File: config.mk
export PLATFORM = sky130hd
export DESIGN_NAME = change_dispenser
export DESIGN_NICKNAME = d
export VERILOG_FILES = /design/src/rtl/vend_pkg.sv /design/src/rtl/change_dispenser_ack_timer.sv /design/src/rtl/change_dispenser.sv
export SDC_FILE = /design/constraint.sdc
export NUM_CORES = 1
export LEC_CHECK = 0
export ABC_AREA = 1
export CAP_MARGIN = 20
export CORE_MARGIN = 2
export CORE_UTILIZATION = 42
export DETAILED_ROUTE_END_ITERATION = 10
export PLACE_DENSITY = 0.67
export SLEW_MARGIN = 20
export SYNTH_ARGS = -nofsm -noshare
export SYNTH_HDL_FRONTEND = slang
export SYNTH_HIERARCHICAL = 1
export SYNTH_SLANG_ARGS = --single-unit
File: constraint.sdc
create_clock -name clk -period 4 [get_ports clk]
set_clock_uncertainty 0.2 [all_clocks]
set_input_delay 0.4 -clock clk [delete_from_list [all_inputs] [get_ports clk]]
set_output_delay 0.4 -clock clk [all_outputs]
set_load 0.03 [all_outputs]
File: src/rtl/vend_pkg.sv
// Shared vending-machine definitions: coin codes, coin values, FSM state encoding.
// Latency: n/a (constants, types and a pure helper function only).
// Backpressure: n/a.
package vend_pkg;

  // Coin codes shared by the acceptor and dispenser paths
  localparam logic [1:0] COIN_1U   = 2'b00;
  localparam logic [1:0] COIN_2U   = 2'b01;
  localparam logic [1:0] COIN_NONE = 2'b11;

  // Face values in 1-unit coins
  localparam int COIN_VAL_1 = 1;
  localparam int COIN_VAL_2 = 2;

  // State encoding shared so both FSMs decode the same values
  typedef enum logic [2:0] {
    ST_IDLE   = 3'd0,
    ST_CALC   = 3'd1,
    ST_SELECT = 3'd2,
    ST_ISSUE  = 3'd3,
    ST_DONE   = 3'd4,
    ST_FAULT  = 3'd5
  } vend_state_e;

  // Value of a presented coin; anything that is not a 2-unit code pays 1 unit
  function automatic logic [1:0] coin_value(input logic [1:0] code);
    return (code == COIN_2U) ? 2'(COIN_VAL_2) : 2'(COIN_VAL_1);
  endfunction

endpackage

File: src/rtl/change_dispenser_ack_timer.sv
// Clear/enable counter that flags when ACK_TIMEOUT-1 un-acked cycles have been counted.
// Latency: o_expire is decoded from the registered count, valid the cycle the count lands.
// Backpressure: none; the counter saturates at its expiry value while enabled.
module ack_timer #(
  parameter int ACK_TIMEOUT = 8
) (
  input  logic clk,
  input  logic rst,
  input  logic i_clr,
  input  logic i_en,
  output logic o_expire
);

  localparam int CNT_W = (ACK_TIMEOUT > 1) ? $clog2(ACK_TIMEOUT) : 1;
  localparam logic [CNT_W-1:0] CNT_MAX = CNT_W'(ACK_TIMEOUT - 1);

  logic [CNT_W-1:0] r_count;

  assign o_expire = (r_count == CNT_MAX);

  // Count enabled cycles; clear has priority, hold once the expiry value is reached
  always_ff @(posedge clk) begin
    if (rst) begin
      r_count <= '0;
    end else if (i_clr) begin
      r_count <= '0;
    end else if (i_en && !o_expire) begin
      r_count <= r_count + CNT_W'(1);
    end
  end

endmodule

File: src/rtl/change_dispenser.sv
// Pays out change (credit - PRICE) one coin per coin_valid/coin_ack handshake.
// Latency: first coin presented two cycles after start; zero change or underpay ends one cycle after start.
// Backpressure: a coin is held until coin_ack; ACK_TIMEOUT cycles without ack aborts with fault.
module change_dispenser
  import vend_pkg::*;
#(
  parameter int PRICE       = 3,
  parameter int CREDIT_W    = 3,
  parameter int ACK_TIMEOUT = 8
) (
  input  logic                clk,
  input  logic                rst,
  input  logic                start,
  input  logic [CREDIT_W-1:0] credit,
  input  logic                empty2,
  input  logic                empty1,
  input  logic                coin_ack,
  output logic                coin_valid,
  output logic [1:0]          coin_code,
  output logic                busy,
  output logic                done,
  output logic                fault,
  output logic [CREDIT_W-1:0] remaining
);

  localparam logic [CREDIT_W-1:0] PRICE_W = CREDIT_W'(PRICE);
  localparam logic [CREDIT_W-1:0] TWO_W   = CREDIT_W'(COIN_VAL_2);

  vend_state_e         r_state;
  vend_state_e         w_state_nxt;
  logic [CREDIT_W-1:0] r_credit;
  logic [CREDIT_W-1:0] w_credit_nxt;
  logic [CREDIT_W-1:0] r_remaining;
  logic [CREDIT_W-1:0] w_remaining_nxt;
  logic [1:0]          r_coin_code;
  logic [1:0]          w_code_nxt;
  logic [CREDIT_W-1:0] w_coin_val;
  logic                w_tmr_clr;
  logic                w_tmr_en;
  logic                w_tmr_expire;

  ack_timer #(
    .ACK_TIMEOUT (ACK_TIMEOUT)
  ) u_ack_timer (
    .clk      (clk),
    .rst      (rst),
    .i_clr    (w_tmr_clr),
    .i_en     (w_tmr_en),
    .o_expire (w_tmr_expire)
  );

  // Moore outputs; the code bus reads NONE whenever no coin is being presented
  assign coin_valid = (r_state == ST_ISSUE);
  assign coin_code  = (r_state == ST_ISSUE) ? r_coin_code : COIN_NONE;
  assign busy       = (r_state != ST_IDLE);
  assign done       = (r_state == ST_DONE);
  assign fault      = (r_state == ST_FAULT);
  assign remaining  = r_remaining;

  assign w_coin_val = CREDIT_W'(coin_value(r_coin_code));

  // Register state and the datapath it steers
  always_ff @(posedge clk) begin
    if (rst) begin
      r_state     <= ST_IDLE;
      r_credit    <= '0;
      r_remaining <= '0;
      r_coin_code <= COIN_NONE;
    end else begin
      r_state     <= w_state_nxt;
      r_credit    <= w_credit_nxt;
      r_remaining <= w_remaining_nxt;
      r_coin_code <= w_code_nxt;
    end
  end

  // Next state, datapath updates and timer control
  always_comb begin
    w_state_nxt     = r_state;
    w_credit_nxt    = r_credit;
    w_remaining_nxt = r_remaining;
    w_code_nxt      = r_coin_code;
    w_tmr_clr       = 1'b0;
    w_tmr_en        = 1'b0;
    case (r_state)
      ST_IDLE: begin
        // Owed change from an earlier fault is dropped only when a new sale starts
        if (start) begin
          w_credit_nxt    = credit;
          w_remaining_nxt = '0;
          w_state_nxt     = ST_CALC;
        end
      end
      ST_CALC: begin
        if (r_credit < PRICE_W) begin
          w_state_nxt = ST_FAULT;
        end else begin
          w_remaining_nxt = r_credit - PRICE_W;
          w_state_nxt     = (r_credit == PRICE_W) ? ST_DONE : ST_SELECT;
        end
      end
      ST_SELECT: begin
        // Prefer the larger coin; hopper-empty flags only matter here
        if ((r_remaining >= TWO_W) && !empty2) begin
          w_code_nxt  = COIN_2U;
          w_tmr_clr   = 1'b1;
          w_state_nxt = ST_ISSUE;
        end else if (!empty1) begin
          w_code_nxt  = COIN_1U;
          w_tmr_clr   = 1'b1;
          w_state_nxt = ST_ISSUE;
        end else begin
          w_state_nxt = ST_FAULT;
        end
      end
      ST_ISSUE: begin
        // An ack on the expiry cycle still counts as a paid coin
        if (coin_ack) begin
          w_remaining_nxt = r_remaining - w_coin_val;
          w_state_nxt     = (r_remaining == w_coin_val) ? ST_DONE : ST_SELECT;
        end else if (w_tmr_expire) begin
          w_state_nxt = ST_FAULT;
        end else begin
          w_tmr_en = 1'b1;
        end
      end
      ST_DONE:  w_state_nxt = ST_IDLE;
      ST_FAULT: w_state_nxt = ST_IDLE;
      default:  w_state_nxt = ST_IDLE;
    endcase
  end

endmodule
==> results of run 1 <==
## critical path, stage by stage, from the launching register on
cell and delay, ns:
dfxtp_1 0.37, inv_2 0.16, nand3_1 0.18, or2_2 0.32
clkdlybuf4s50_1 0.59
## synthesized netlist by cell type (all sizes together)
master	count
a21oi	4
buf	1
dfxtp	14
fa	1
ha	6
inv	28
nand2	34
nand3	19
nor2	34
nor3	2
o211ai	1
o21ai	3
o21bai	1
or2	1
## worst max path at each step
stage,startpoint,to,slack (ns),depth (start not counted)
global placement,r_state[2],coin_code[1],1.84,4
floorplan,remaining[0],remaining[2],2.14,11
finish,r_state[2],coin_code[1],1.52,4
detailed placement,r_state[2],coin_code[1],1.81,4
global route,r_state[2],coin_code[1],1.39,4
CTS,r_state[2],coin_code[1],1.50,4
## report_power, final
group          switching [W]  internal (W)
Clock              0.0000464     0.0000553
Combinational       0.000126     0.0000826
Sequential         0.0000213      0.000158
Total               0.000193      0.000296
## state kept, by name, summed over array words and instances (netlist names)
signal and count:
r_coin_code 2, r_credit 3, u_ack_timer/r_count 3, r_state 3
remaining 3
## through the flow
step | util | power (W) | area [µm²] | hold WS (ns) | instances
finish | 0.543 | 0.000489 | 1180 | 0.271 | 197
global route | 0.543 | 0.000531 | 1180 | 0.298 | 197
CTS | 0.543 | 0.000494 | 1180 | 0.278 | 197
detailed placement | 0.527 | 0.000391 | 1140 | 0.266 | 193
global placement | 0.527 | 0.000386 | 1140 | 0.258 | 193
floorplan | - | 0.000327 | 942 | 0.234 | 149
## layer usage
layer | vias to the layer above | track usage | routed length, µm
met1 | 398 | 0.219 | 991
li1 | 497 | - | -
met3 | 2 | 0.0380 | 63
met2 | 14 | 0.282 | 893
met5 | - | 0 | 0
met4 | 0 | 0.0526 | 13
## logic make-up after synthesis
kind of cell | after synthesis | share of synthesized area
adder cells (fa/ha/maj) | 7 | 0.101
flip-flops | 14 | 0.297
AND/OR/NAND/NOR | 90 | 0.432
buffers and inverters | 29 | 0.117
AO/OA/AOI/OAI | 9 | 0.0531
## area by class of cell
type / instances / share of cell area
Inverter: 28 / 0.0892
Multi-Input combinational cell: 106 / 0.468
Clock buffer: 4 / 0.0308
Sequential cell: 14 / 0.238
Tap cell: 28 / 0.0297
Timing Repair Buffer: 17 / 0.144
==> impl_results.md, run 1 <==
* FF-to-FF path depth at 13
* Initial DRC count at 17
* Starting density of the core at 0.434
* Most frequent cells in the layout: nor2_1 (31), nand2_1 (29), inv_1 (24)
* Top-area cell type share of the netlist area at 0.297
* GP Congestion at 0.823
* Tcrit/Tclk final at 0.621
* Total global-route track usage at 0.171
* Worst R2R Setup Slack at 2.04 ns
* Worst slew pin tran at 0.313 ns
* Worst Path Required at 3.40 ns
* Hold Path Stages at 2
* Reg-to-reg endpoint: remaining[2]
* Syn nets at 165
* Area Overhead vs Synth at 25.1%
* RR Startpoint: r_coin_code[0]
* Final WS setup at 1.52 ns
* Top cells by area, synth: dfxtp_1 (30%), nor2_1 (12%), nand2_1 (12%)
* Largest net degree at the start of global routing at 10
* Setup Viol. Count Final at 0
* Drt drc at 0
* CP startpoint kind: register
* Most common cell after layout, fill and taps aside: nor2_1
* Mapped cell area at 942 µm²
* P per Cell Area at 415 mW/mm²
* Clock Tree Root: clkbuf_4
* Layout cell share with drive strength beyond 1 at 0.112
* Storage element area at 280 µm²
* Final hold violation count at 0
* Cells after synthesis at 149
* Number of global-route vias before repair at 839
* Crit path max fanout at 9
* Hold WC Path Type: register to register
* Via count at 911
* Slew Viols, Final at 0
* # IOs at 18
* WS Path Type: register to output port
* GRT overflow at 0
* RSZ-0062 raised after global routing: false
* H-tree Lvls at 1
* Die Wd at 51.4 µm
* Synth warn at 6
* Max VDD drop at 0.252 mV
* Vias/cell at 4.62
* Max_slew headroom at 0.791
* Pre-CTS worst setup slack at 1.81 ns
* HP Start: r_coin_code[1]
* I/O Buffers at 17
* Setup bufs post-CTS at 0
* Routed Antenna Nets at 0
* CORE AREA at 0.00217 mm²
* Syn_area_per_cell at 6.32 µm²
* Hold_buf cts at 0
* Wire length per cell at 9.96 µm
* Synth unique cells at 20
* Antenna cells at 0
* Die Ht at 51.4 µm
* Crit path DAT at 1.88 ns
* TritonCTS Sinks at 14
* Period minus WS final at 2.48 ns
* Final net count at 186
* Worst-Skew Late Latency at 0.27 ns
* Post-CTS sizing at 0
* TritonCTS clock tree: built
* Fillers at 241
* Clock transition at path regs at 0.08 ns
* Seq cells post-synth at 14
* Row count at 17
* Initial antenna violation count at 0
* First-pass GRT wire length at 3440 µm
* Pleak at 0.603 nW
* Detailed Place HPWL at 1610 µm
* Hold path endpoint: r_coin_code[1]
* Max Root-Sink Buffers at 2
* Max cap viols at 0
* FMAX at 402 MHz
* Die area at 0.00264 mm²
* Footprint of the multi-input gates at 552 µm²
* Largest area contributor in the netlist: dfxtp_1
* Total iterations of the first detailed-routing run at 4
* Worst setup EP type: output port
* CTS buffer count at 3
* Seq/Total Area, Yosys at 0.297
* Total Wirelength at 1960 µm
* Setup_tns at 0 ns
* Outcome: finished, final reports clean
(Power assumes the default switching activity.)
==> run 2: changes to the inputs <==
Clock period 4 ns to 2.55 ns, I/O delays scaled along.
==> impl_results.md, run 2 (synthesis gave the netlist of run 1 again) <==
* Max VDD drop at 0.354 mV
* Worst Path Required at 2.10 ns
* Die area at 0.00264 mm²
* # IOs at 18
* Total iterations of the first detailed-routing run at 4
* Final net count at 186
* P per Cell Area at 652 mW/mm²
* Vias/cell at 4.59
* Max_slew headroom at 0.790
* Starting density of the core at 0.434
* Clock Tree Root: clkbuf_4
* GP Congestion at 0.832
* First-pass GRT wire length at 3370 µm
* TritonCTS Sinks at 14
* Routed Antenna Nets at 0
* Total Wirelength at 1900 µm
* Net Sw Frac at 0.396
* Worst setup EP type: output port
* Die Wd at 51.4 µm
* Post-CTS sizing at 0
* Total global-route track usage at 0.169
* Most common cell after layout, fill and taps aside: nor2_1
* Area Overhead vs Synth at 25.1%
* Fillers at 220
* Setup Viol. Count Final at 0
* Outcome: finished, final reports clean
* FMAX at 426 MHz
* CORE AREA at 0.00217 mm²
* Via count at 905
* Pleak at 0.603 nW
* Finished Core Util at 0.543
* Final instance area at 0.00118 mm²
* CTS buffer count at 3
* Wire length per cell at 9.65 µm
* TritonCTS clock tree: built
* Initial DRC count at 9
* Layout cell share with drive strength beyond 1 at 0.112
* Clock transition at path regs at 0.09 ns
* I/O Buffers at 17
* Die Ht at 51.4 µm
* Number of global-route vias before repair at 811
* Detailed Place HPWL at 1530 µm
* Hold_buf cts at 0
* Drt drc at 0
* Most frequent cells in the layout: nor2_1 (31), nand2_1 (29), inv_1 (24)
* Max Root-Sink Buffers at 2
* Clock power share at 0.212
* Placed Area at 0.00114 mm²
* RSZ-0062 raised after global routing: false
* Tcrit/Tclk final at 0.921
* Slew Viols, Final at 0
* Setup_tns at 0 ns
* Max cap viols at 0
* Internal Power at 0.000464 W
* Final hold violation count at 0
* Crit path max fanout at 9
* P_sw at 0.000304 W
* Row count at 17
* Period minus WS final at 2.35 ns
* Reg power frac at 0.366
* Hold WC Path Type: register to register
* Antenna cells at 0
* CP startpoint kind: register
* GRT overflow at 0
* Setup bufs post-CTS at 0
* H-tree Lvls at 1
* Crit path DAT at 1.89 ns
* Largest net degree at the start of global routing at 10
* Worst-Skew Late Latency at 0.28 ns
* Initial antenna violation count at 0
* Worst slew pin tran at 0.314 ns
* WS Path Type: register to output port
* Gate power share at 0.422
-- run 2: cell counts in the layout (fill, tap and decap cells not counted) --
Identical to the previous run, type by type.
-- run 2: cell type report --
cell class	count	area (µm²)	share of cell area
Inverter	28	105	0.0892
Timing Repair Buffer	17	170	0.144
Multi-Input combinational cell	106	552	0.468
Tap cell	28	35.0	0.0297
Sequential cell	14	280	0.238
Clock buffer	4	36.3	0.0308
-- run 2: power by group through the flow --
stage	combinational (W)	clock, W	sequential, W
6_report	0.000324	0.000163	0.000281
3_5_place_dp	0.000325	0	0.000286
5_1_grt	0.000368	0.000178	0.000286
4_1_cts	0.000328	0.000169	0.000281
2_1_floorplan	0.000210	0	0.000303
3_3_place_gp	0.000321	0	0.000284
-- run 2: path summary, 6_finish.rpt --
path / startpoint / endpoint / slack, ns / cells past startpoint
worst max register to register: r_coin_code[0] / remaining[2] / 0.57 / 13
worst min-delay path: r_credit[1] / r_credit[1] / 0.27 / 2
worst min register to register: r_credit[1] / r_credit[1] / 0.27 / 2
worst max-delay path: r_state[2] / coin_code[1] / 0.20 / 4
-- run 2: per-layer routing --
layer,global-route usage,part of all wire,vias up
met4,0.0789,0.020,0
met3,0.0351,0.043,5
met5,0,0,-
li1,-,-,497
met2,0.248,0.44,19
met1,0.234,0.50,384
-- run 2: metrics by stage --
stage / instances / hold slack (ns) / total power (W) / setup slack [ns]
finish: 197 / 0.269 / 0.000768 / 0.202
global route: 197 / 0.304 / 0.000832 / 0.0846
CTS: 197 / 0.271 / 0.000778 / 0.186
detailed placement: 193 / 0.257 / 0.000611 / 0.514
global placement: 193 / 0.254 / 0.000605 / 0.537
floorplan: 149 / 0.124 / 0.000514 / 0.687
-- run 2: worst max-delay path: stages (launching register included) --
cell and delay, ns:
dfxtp_1 0.37, inv_2 0.15, nand3_1 0.18, or2_2 0.31, clkdlybuf4s50_1 0.59
==> run 3: changes to the inputs <==
Settings changed: MAX_ROUTING_LAYER set to met4, RECOVER_POWER set to 100, SKIP_CTS_REPAIR_TIMING set to 1.
==> impl_results.md, run 3 (synthesis gave the netlist of run 1 again) <==
* Largest net degree at the start of global routing at 10
* Detailed Place HPWL at 1530 µm
* Final hold violation count at 0
* Clock transition at path regs at 0.08 ns
* Most common cell after layout, fill and taps aside: nor2_1
* Worst Path Required at 2.10 ns
* Hold WC Path Type: register to register
* Max_slew headroom at 0.786
* Antenna cells at 0
* RR Startpoint: r_coin_code[0]
* Crit path DAT at 1.89 ns
* Pleak at 0.620 nW
* Hold Path Stages at 2
* First-pass GRT wire length at 3370 µm
* Total iterations of the first detailed-routing run at 4
* Die area at 0.00264 mm²
* Worst Setup SP: r_state[2]
* Die Wd at 51.4 µm
* WS Path Type: register to output port
* Total global-route track usage at 0.173
* Outcome: finished, final reports clean
* Crit-path cells: inv_2, nand3_1, or2_2, clkdlybuf4s50_1
* Initial DRC count at 6
* Starting density of the core at 0.434
* TritonCTS Sinks at 14
* Period minus WS final at 2.35 ns
* Layout cell share with drive strength beyond 1 at 0.101
* Vias/cell at 4.58
* Slowest cell on crit path: clkdlybuf4s50_1
* GRT overflow at 0
* Overall Power at 0.000760 W
* FMAX at 426 MHz
* Fillers at 221
* Setup_tns at 0 ns
* Total Wirelength at 1890 µm
* Via count at 903
* CORE AREA at 0.00217 mm²
* Footprint of the multi-input gates at 549 µm²
* Clock Tree Root: clkbuf_4
* TritonCTS clock tree: built
* Worst setup EP type: output port
* CTS buffer count at 3
* Max cap viols at 0
* Worst R2R Setup Slack at 0.57 ns
* Worst slew pin tran at 0.320 ns
* Number of global-route vias before repair at 810
* Most frequent cells in the layout: nor2_1 (32), nand2_1 (29), inv_1 (24)
* P per Cell Area at 646 mW/mm²
* Slew Viols, Final at 0
* Drt drc at 0
* Max Root-Sink Buffers at 2
* Reg-to-reg endpoint: remaining[2]
* GP Congestion at 0.845
* Max VDD drop at 0.351 mV
* Area Overhead vs Synth at 24.8%
* Wire length per cell at 9.58 µm
* Worst-Skew Late Latency at 0.29 ns
* CP peak stage delay at 0.59 ns
* Tcrit/Tclk final at 0.920
* I/O Buffers at 17
* FF-to-FF path depth at 13
* CP startpoint kind: register
* Hold slack at 0.266 ns
* # IOs at 18
* Storage element area at 280 µm²
* Setup Viol. Count Final at 0
* HP Start: r_credit[1]
* Routed Antenna Nets at 0
* Crit path max fanout at 9
* H-tree Lvls at 1
* Hold path endpoint: r_credit[1]
* Row count at 17
* Initial antenna violation count at 0
* RSZ-0062 raised after global routing: false
* Final net count at 186
* Die Ht at 51.4 µm
run 3: cell count changes in the layout (fill, tap and decap cells not counted), sizes merged:
cell	previous run	this run
inv	28	27
clkdlybuf4s50	17	9
dlygate4sd3	0	8
clkinv	0	1
run 3: layout make-up:
type	count	area share
multi-input combinational	106	0.467
sequential	14	0.238
timing repair buffer	17	0.145
inverter	28	0.0894
clock buffer	4	0.0309
tap	28	0.0298
run 3: worst max-delay path, delay by kind of cell (launching register included):
family / cells / cell delay, ns
simple gates: 2 / 0.49
buf+inv: 2 / 0.74
flops: 1 / 0.37
run 3: worst max path at each step:
stage                        end  cells past startpoint  slack (ns)
detailed placement  coin_code[1]                      4        0.51
global placement    coin_code[1]                      4        0.54
CTS                 coin_code[1]                      4        0.19
global route        coin_code[1]                      4        0.08
floorplan           remaining[2]                     11        0.69
finish              coin_code[1]                      4        0.20
run 3: metal layers:
metal	track usage	vias to the layer above	part of all wire
met2	0.248	15	0.43
met3	0.0351	5	0.037
met4	0.0789	0	0.023
met5	-	-	0
li1	-	497	-
met1	0.234	386	0.50
run 3: stage by stage:
stage                util  std cells  cell area, µm²  setup slack, ns
finish              0.542        197            1180            0.204
global placement    0.527        193            1140            0.537
detailed placement  0.527        193            1140            0.514
CTS                 0.543        197            1180            0.186
floorplan               -        149             942            0.687
global route        0.542        197            1180           0.0846
run 3: power breakdown:
part	total [W]	switching, W	internal (W)
sequential	0.000281	0.0000328	0.000248
combinational	0.000316	0.000194	0.000122
clock	0.000164	0.0000767	0.0000870
total	0.000760	0.000303	0.000457
